`src/rtl/regbank_pkg.sv`:
```
// Shared types and helpers for the 32x32 register bank write-back path.
//   REG_N / REG_AW / XLEN : bank geometry
//   reg_addr_t, word_t    : register address and data word types
//   onehot_rd()           : address -> one-hot write enable over x1..x31
//                           (x0 maps to all-zero, so writes to x0 vanish)
package regbank_pkg;

  localparam int REG_N  = 32;
  localparam int REG_AW = 5;
  localparam int XLEN   = 32;

  typedef logic [REG_AW-1:0] reg_addr_t;
  typedef logic [XLEN-1:0]   word_t;

  function automatic logic [31:1] onehot_rd(input reg_addr_t a);
    logic [31:1] r;
    r = '0;
    for (int i = 1; i < REG_N; i++)
      if (a == REG_AW'(i)) r[i] = 1'b1;
    return r;
  endfunction

endpackage

```
`src/rtl/regbank_wb_ctrl_rr_arbiter.sv`:
```
// Round-robin arbiter for the write-back port.
//   clk, reset : clock, async active-high reset
//   req        : NREQ request bits
//   advance    : a transfer happened this cycle; move pointer past the winner
//   gnt        : one-hot grant (combinational), zero when no request
//   gnt_idx    : binary index of the granted requester
// The search starts at rr_ptr and wraps, so the last winner becomes lowest
// priority and any waiting requester is served within NREQ-1 cycles.
module rr_arbiter #(
  parameter  int NREQ = 3,
  localparam int RR_W = $clog2(NREQ)
) (
  input  logic            clk,
  input  logic            reset,
  input  logic [NREQ-1:0] req,
  input  logic            advance,
  output logic [NREQ-1:0] gnt,
  output logic [RR_W-1:0] gnt_idx
);

  logic [RR_W-1:0] rr_ptr;

  always_comb begin
    logic found;
    int   idx;
    gnt     = '0;
    gnt_idx = '0;
    found   = 1'b0;
    idx     = 0;
    for (int k = 0; k < NREQ; k++) begin
      idx = int'(rr_ptr) + k;
      if (idx >= NREQ) idx = idx - NREQ;
      if (!found && req[idx]) begin
        found    = 1'b1;
        gnt[idx] = 1'b1;
        gnt_idx  = RR_W'(idx);
      end
    end
  end

  always_ff @(posedge clk or posedge reset) begin
    if (reset)
      rr_ptr <= '0;
    else if (advance)
      rr_ptr <= (int'(gnt_idx) == NREQ - 1) ? '0 : gnt_idx + RR_W'(1);
  end

endmodule

```
`src/rtl/regbank_wb_ctrl.sv`:
```
// Write-back controller for the 32x32 register bank.
// Arbitrates NREQ write-back requesters onto the single bank write port,
// drives registered one-hot write enable and data, and keeps the per-register
// busy scoreboard used by decode for RAW/WAW interlock.
//   clk, reset        : clock, async active-high reset
//   wb_valid/wb_ready : per-requester handshake (ready is combinational)
//   wb_rd, wb_data    : per-requester destination and data
//   issue_valid/rd    : decode issues a writer of issue_rd (sets busy)
//   flush             : clears the scoreboard at the next edge
//   busy [31:1]       : outstanding-write bitmap
//   waw_err           : sticky, issue to an already-busy register
//   addrw, wdata      : registered bank write port
// Optional: define REGBANK_BYPASS_EN to add read-port forwarding
//   (addra/addrb, outa_rb/outb_rb in; outa/outb out).
module regbank_wb_ctrl
  import regbank_pkg::*;
#(
  parameter  int NREQ = 3,
  localparam int RR_W = $clog2(NREQ)
) (
  input  logic                 clk,
  input  logic                 reset,
  input  logic [NREQ-1:0]      wb_valid,
  output logic [NREQ-1:0]      wb_ready,
  input  reg_addr_t [NREQ-1:0] wb_rd,
  input  word_t [NREQ-1:0]     wb_data,
  input  logic                 issue_valid,
  input  reg_addr_t            issue_rd,
  input  logic                 flush,
  output logic [31:1]          busy,
  output logic                 waw_err,
  output logic [31:1]          addrw,
  output word_t                wdata
`ifdef REGBANK_BYPASS_EN
  ,
  input  reg_addr_t            addra,
  input  reg_addr_t            addrb,
  input  word_t                outa_rb,
  input  word_t                outb_rb,
  output word_t                outa,
  output word_t                outb
`endif
);

  logic [NREQ-1:0] gnt;
  logic [RR_W-1:0] gnt_idx;
  logic            xfer;
  reg_addr_t       sel_rd;
  word_t           sel_data;
  logic [31:1]     set_v, clr_v, busy_nxt;
  logic            waw_hit;

  rr_arbiter #(.NREQ(NREQ)) u_arb (
    .clk     (clk),
    .reset   (reset),
    .req     (wb_valid),
    .advance (xfer),
    .gnt     (gnt),
    .gnt_idx (gnt_idx)
  );

  // Grant is held off during reset so nothing is accepted while state is cleared.
  assign wb_ready = reset ? '0 : gnt;
  assign xfer     = |(wb_valid & wb_ready);

  always_comb begin
    sel_rd   = wb_rd[gnt_idx];
    sel_data = wb_data[gnt_idx];
  end

  // Scoreboard next state: set beats clear on the same register, flush beats both.
  always_comb begin
    set_v    = issue_valid ? onehot_rd(issue_rd) : '0;
    clr_v    = xfer ? onehot_rd(sel_rd) : '0;
    waw_hit  = |(set_v & busy & ~clr_v);
    busy_nxt = flush ? '0 : ((busy & ~clr_v) | set_v);
  end

  always_ff @(posedge clk or posedge reset) begin
    if (reset) begin
      addrw   <= '0;
      wdata   <= '0;
      busy    <= '0;
      waw_err <= 1'b0;
    end else begin
      // x0 transfers are accepted but produce an all-zero enable.
      addrw <= xfer ? onehot_rd(sel_rd) : '0;
      if (xfer) wdata <= sel_data;
      busy <= busy_nxt;
      if (waw_hit) waw_err <= 1'b1;
    end
  end

`ifdef REGBANK_BYPASS_EN
  // Forward the write sitting in the output register to the read ports so
  // decode sees it in the same cycle the bank is written.
  assign outa = (|(onehot_rd(addra) & addrw)) ? wdata : outa_rb;
  assign outb = (|(onehot_rd(addrb) & addrw)) ? wdata : outb_rb;
`endif

endmodule

```
`config.mk`:
```
export PLATFORM = sky130hd
export DESIGN_NAME = regbank_wb_ctrl
export DESIGN_NICKNAME = d
export VERILOG_FILES = /design/src/rtl/regbank_pkg.sv /design/src/rtl/regbank_wb_ctrl_rr_arbiter.sv /design/src/rtl/regbank_wb_ctrl.sv
export SDC_FILE = /design/constraint.sdc
export NUM_CORES = 1
export LEC_CHECK = 0
export BUFFER_PORTS_ARGS = -buffer_cell sky130_fd_sc_hd__clkbuf_2
export CAP_MARGIN = 20
export CORE_UTILIZATION = 53
export DETAILED_ROUTE_END_ITERATION = 8
export PLACE_DENSITY = 0.89
export SETUP_SLACK_MARGIN = 0.4
export SYNTH_ARGS = -nofsm -noshare
export SYNTH_HDL_FRONTEND = slang
export SYNTH_SLANG_ARGS = --single-unit
```
`constraint.sdc`:
```
create_clock -name clk -period 7.6 [get_ports clk]
set_clock_uncertainty 0.05 [all_clocks]
set_input_delay 0.38 -clock clk [delete_from_list [all_inputs] [get_ports clk]]
set_output_delay 0.38 -clock clk [all_outputs]
set_load 0.01 [all_outputs]
```
# [Word level (Yosys, flattened, before mapping)]
# Cells that the tools add are included.
[word_totals] word_cells=198 output_inout_bits=98 reg_bits=97
[classes] n_mux=97 n_eq_ne=63 bitwise_logic=8 n_lt_le_gt_ge=10 n_reduce_logical=9 n_addsub=6
[op_table] cell="equality test 5 bit (second input constant)" count=32
[op_table] cell="two-way mux 32 bit" count=4
[op_table] cell=">= comparator 32 x 1 -> 1 bit (second input constant)" count=3
[op_table] cell="< comparator 32 x 4 -> 1 bit (second input constant)" count=3
[op_table] cell="bitwise AND 31 bit" count=3
[op_table] cell="two-way mux 31 bit" count=3
[op_table] cell="equality test 5 x 4 -> 1 bit (second input constant)" count=16
[op_table] cell="two-way mux 1 bit" count=73
[op_table] cell="binary-select mux 32 bit (select 2 bit)" count=1
[op_table] cell=">= comparator 32 x 3 -> 1 bit (second input constant)" count=2
[op_table] cell="subtractor 32 x 3 -> 32 bit (second input constant)" count=2
[op_table] cell="equality test 5 x 3 -> 1 bit (second input constant)" count=8
[op_table] cell="inverter 31 bit" count=1
[op_table] cell="OR 31 bit" count=1
[op_table] cell="OR reduction 31 bit" count=1
[op_table] cell="equality test 5 x 2 -> 1 bit (second input constant)" count=4
[op_table] cell="two-way mux 3 bit" count=4
[op_table] cell="binary-select mux 5 bit (select 2 bit)" count=1
[op_table] cell="equality test 5 x 1 -> 1 bit (second input constant)" count=2
[op_table] cell="two-way mux 2 bit" count=4
[op_table] cell="binary-select mux 1 bit (select 2 bit)" count=3
[op_table] cell="demux 1 bit (select 2 bit)" count=3
[op_table] cell="OR 3 bit" count=2
[op_table] cell="logical AND 1 bit" count=5
[op_table] cell="other kinds (11)" count=12

# [Depth between registers and ports, before layout]
[depth] ltp_word=21 depth_mapped=17

# [Cells and area by module]
# Synthesis repeated with hierarchy kept, for this count alone.
[hier_totals] cells_unflattened=557 hier_area_um2=5156.2
[by_module_without_submodules] module="regbank_wb_ctrl" cells_each=510 area_per_inst_um2=4742.0 instances=1
[by_module_without_submodules] module="rr_arbiter" cells_each=47 area_per_inst_um2=414.1 instances=1

# [Worst setup path after synthesis]
# No wires, ideal clock.
[synth_timing] path_kind="register to register" startpoint="register u_arb.rr_ptr[0]" endpoint="register waw_err" stages_incl_launch_ff=17 n_path_buf=3 path_slack_ps=4111 arrival_ps=3308 setup_time_ps=131 period_less_slack_ps=3489 path_cell_list="dfrtp_1 > inv_1 > ha_1 > buf_6 > nand2b_4 > a311o_1 > a32o_1 > buf_6 > mux2i_4 > a21oi_4 > nand2_1 > buf_2 > nor2_1 > o22ai_1 > o41ai_2 > o211ai_1 > or3_1"
[synth_via] elab_chain_cells=20
[synth_rtl] element="start, declared" line_no="regbank_wb_ctrl_rr_arbiter.sv:21" source="logic [RR_W-1:0] rr_ptr;"
[synth_rtl] element="start signal, assigned" line_no="regbank_wb_ctrl_rr_arbiter.sv:45" source="rr_ptr <= (int'(gnt_idx) == NREQ - 1) ? '0 : gnt_idx + RR_W'(1);"
[synth_rtl] element="parallel branches: the longest is 16 deep, another holds subtractor 32 x 3 -> 32 bit"
[synth_rtl] element="two-way mux 31 bit (*)" line_no="regbank_wb_ctrl.sv:74" source="clr_v = xfer ? onehot_rd(sel_rd) : '0;"
[synth_rtl] element="named net clr_v, one bit" line_no="regbank_wb_ctrl.sv:50" source="logic [31:1] set_v, clr_v, busy_nxt;"
[synth_rtl] element="inverter 31 bit (*)" line_no="regbank_wb_ctrl.sv:75" source="waw_hit = |(set_v & busy & ~clr_v);"
[synth_rtl] element="bitwise AND 31 bit (*)" line_no="regbank_wb_ctrl.sv:75"
[synth_rtl] element="OR reduction 31 bit (*)" line_no="regbank_wb_ctrl.sv:75"
[synth_rtl] element="end signal, assigned" line_no="regbank_wb_ctrl.sv:84" source="waw_err <= 1'b0;"
[synth_rtl] element="end signal, assigned" line_no="regbank_wb_ctrl.sv:90" source="if (waw_hit) waw_err <= 1'b1;"
[synth_rtl] element="end, declared" line_no="regbank_wb_ctrl.sv:31" source="output logic waw_err,"
# Mark *: on every way through the listed nets, which the timed path passes. The select of a mux whose other input is x is not followed.
# A chain may end at the register's enable or synchronous reset.

# [Worst setup path in the final report]
[layout_timing] startpoint="register u_arb.rr_ptr[1]" endpoint="register waw_err"
# Same word-level chain as after synthesis.

==> results by group <==
Outcome
  • Outcome: completed

Floorplan
  • DIE WIDTH: ~100 um
  • Initial Util: a little under three fifths
  • Die area: 10700 um2
  • Core area: 9910 um2
  • # IOs: between 200 and 250
  • Die height: 104 um
  • FP Rows: 36

Critical path
  • R2R Setup Slk: approximately 3300 ps
  • Reg2Reg Depth: 12
  • Worst Setup Start Kind: register
  • Largest fanout on the critical path: 17
  • Critical Path RT: just under 8000 ps
  • CP endpoint kind: register
  • Critical path arrival: approximately 4500 ps
  • FF-to-FF End: waw_err
  • Kind of critical path: register to register
  • R2r startpoint: u_arb.rr_ptr[1]

Synthesis
  • Adder-cell share of the synthesized area: 0.914%
  • Post-Synth XOR/XNOR Area: 0%
  • Post-synthesis sequential area ratio: ~44%
  • Synthesized flop and latch total: between 90 and 100
  • Distinct cells, synth: 75
  • Syn_nets: 700
  • Post-Synth Simple-Gate Area: 18.7%
  • Ys async rst share: 100%
  • Mux cell area share after synthesis: 14.1%
  • Most area-hungry cell type in the Yosys netlist: dfrtp_1
  • EDFF count, synth: 0
  • Post-synthesis cell area: approximately 5500 um2
  • Average cell area after synthesis: around 9.6 um2
  • Largest family of logic cells by synthesized area: simple AND/OR/NAND/NOR gates
  • Ys Warns: 0
  • Area contributors post-synth: dfrtp_1 (44%), mux2_2 (7.0%), mux2i_1 (6.4%)
  • Post-synthesis compound-gate area fraction: between 10% and 20%
  • Area share of the largest cell type after synthesis: 44.3%
  • Cells after Synth: between 500 and 600
  • Main synth FF type: dfrtp_1

CTS
  • Resized Gates After CTS: 0
  • CTS max path bufs: 2
  • Hold_buf cts: 0
  • Skew-Pair Late Insertion Delay: 360 ps
  • Reg clk slew, reported paths: 100 ps
  • Total CTS buffers: 9
  • CTS H-tree lvls: 3
  • TritonCTS clock tree: yes
  • Total clock sinks: between 90 and 100
  • Clock root buffer: clkbuf_8
  • Total setup buffers inserted after CTS: 0

Final layout
  • Design area: roughly 6800 um2
  • Fillers: approximately 800
  • Final cell count without fillers: 911
  • ANT cells: 0
  • FF/Latch Area: roughly 2400 um2
  • Synth-to-layout area growth: 23.7%
  • Multi-input logic area: between 2000 and 3000 um2
  • Final Util: 68.4%
  • Fraction of layout instances using a drive strength above 1: slightly below 40%
  • NumNets Final: about 900

GRT
  • Largest net degree at the start of global routing: 69
  • Tot GR Track Use: 30.8%
  • Number of global-route vias before repair: 5205
  • Met3 GRT Util: 8.75%
  • Initial antenna violation count: 0
  • Congestion Overflow GR: 0
  • M1 GR Usage: between 30% and 40%
  • GR Util met2: between 40% and 50%
  • Peak-usage layer in the global routing report: met2
  • First-pass GRT wire length: 26400 um

Drt
  • Average routed wire per standard cell: 17.7 um
  • Antenna Nets Post-Route: 0
  • DR iter-0 viols: 408
  • 1st-pass router iterations: 6
  • # DRC: 0
  • Routed vias: between 5000 and 6000
  • Via density: around 5.8
  • WL final: about 16000 um

Placed design
  • Placed wire-length estimate: 12500 um
  • I/O Buffers: 220
  • Cell Area, Placed: between 6000 and 7000 um2
  • Placed cells: between 800 and 900
  • Final Wtd Congestion: 0.995
  • Pre-CTS setup slack: about 3400 ps

Timing
  • Final WS setup: between 3000 and 4000 ps
  • Worst hold margin: roughly 51 ps
  • Max-slew violations: 0
  • Minimum clock period: between 4000 and 5000 ps
  • Max Fclk: about 230 MHz
  • Pin slew with the least headroom to its limit: 1050 ps
  • Worst rel slew slack: ~29%
  • Final hold violations: 0
  • RSZ-0062 raised after global routing: no
  • Final setup TNS: 0 ps
  • Final setup viols: 0
  • Final period util: 56.7%

Power
  • Total net switching power: 863 uW
  • Pwr per Cell Area: a little over 300 nW/um2
  • Total power draw: around 2.1 mW
  • Peak VDD IR: 211 uV
  • Logic pwr share: between 50% and 60%
  • Switching Fraction: 41.4%
  • Lkg Pwr: about 3.4 nW
  • Pint: about 1.2 mW
  • Reg power frac: 32.6%
  • Clock Power Share: between 10% and 20%

Flow run
  • Number of max-cap violations: 0

Hold path
  • Worst min-delay path class: primary input to async pin
layout by cell type (no fill, tap or decap), types with 4 or more instances in the layout:
master | netlist | layout
dfrtp_1 | 97 | 97
clkbuf_8 | 0 | 10
o22ai_1 | 7 | 7
nand2_1 | 76 | 76
clkbuf_2 | 0 | 220
a31oi_1 | 4 | 4
inv_1 | 23 | 22
nand2b_1 | 12 | 12
mux2_2 | 34 | 34
and2_1 | 4 | 4
a21oi_1 | 24 | 24
ha_1 | 4 | 4
nand3_1 | 18 | 17
nor2_1 | 43 | 43
o21ai_0 | 54 | 54
and3_1 | 4 | 4
nor2b_1 | 11 | 11
a22oi_1 | 14 | 14
mux2i_1 | 35 | 35
power by group through the flow:
stage | Combinational [mW] | Sequential (mW) | Clock [mW]
final | 1.10 | 0.681 | 0.307
after detailed placement | 1.09 | 0.691 | 0
after global routing | 1.19 | 0.693 | 0.332
after CTS | 1.09 | 0.681 | 0.312
after global placement | 1.06 | 0.684 | 0
after floorplan | 0.764 | 0.734 | 0
flip-flops by register name (all words and copies together), names as in the netlist:
signal        flops
wdata            32
waw_err           1
u_arb.rr_ptr      2
addrw            31
busy             31
synthesized netlist by cell type, drive strengths merged, types with 2 or more instances:
library cell / count
o211ai: 2
a221o: 2
nor3: 3
o22ai: 7
and3: 4
dfrtp: 97
nor3b: 5
nand2b: 14
a31oi: 5
and3b: 2
mux2i: 37
nor2: 45
and2: 5
nand3b: 3
clkbuf: 14
a221oi: 3
inv: 23
o221a: 2
o21ai: 58
a22oi: 14
ha: 4
or2: 4
mux2: 34
o21a: 3
o32ai: 2
and2b: 3
o2bb2ai: 2
buf: 18
nor2b: 11
nand2: 77
a32o: 2
a41o: 2
nand3: 18
a21oi: 26
a21o: 3
logic make-up after synthesis:
family,count (synthesis)
mux,71
compound gates,143
simple gates,203
fa+ha+maj,4
buf+inv,55
flops,97
how the worst max path moves through the flow:
| stage | start | end | slack (ps) | cells past startpoint |
|---|---|---|---|---|
| 4_1_cts | u_arb.rr_ptr[1] | waw_err | 3410 | 12 |
| 3_3_place_gp | u_arb.rr_ptr[0] | waw_err | 3600 | 13 |
| 5_1_grt | u_arb.rr_ptr[1] | waw_err | 3060 | 12 |
| 3_5_place_dp | u_arb.rr_ptr[1] | waw_err | 3410 | 12 |
| 6_report | u_arb.rr_ptr[1] | waw_err | 3290 | 12 |
| 2_1_floorplan | u_arb.rr_ptr[0] | waw_err | 4110 | 16 |
cell type report:
cell class,count,area share (%)
well taps,133,2.46
clock buffers,10,2.03
repair buffers,223,16.6
inverters,23,1.31
multi-input cells,421,41.3
flip-flops and latches,97,35.8
clock inverters,4,0.443
worst max-delay path, cell delays in order, from the launching register on:
cell and delay [ps]:
dfrtp_1 410, inv_1 100, ha_1 560, mux2i_1 340, mux2i_1 240, or4b_4 620
a31oi_4 260, nand3_1 270, nor2_1 230, o22ai_1 120, o41ai_2 470, o211ai_1 150
or3_1 380
layer usage:
layer | vias to the layer above | part of all wire [%] | wire length [um]
met1 | 2474 | 41 | 6690
met2 | 302 | 47 | 7560
li1 | 2440 | - | -
met5 | - | 0 | 0
met4 | 0 | 2.5 | 405
met3 | 44 | 9.3 | 1510
No activity file was read; power rests on OpenSTA's default activity.
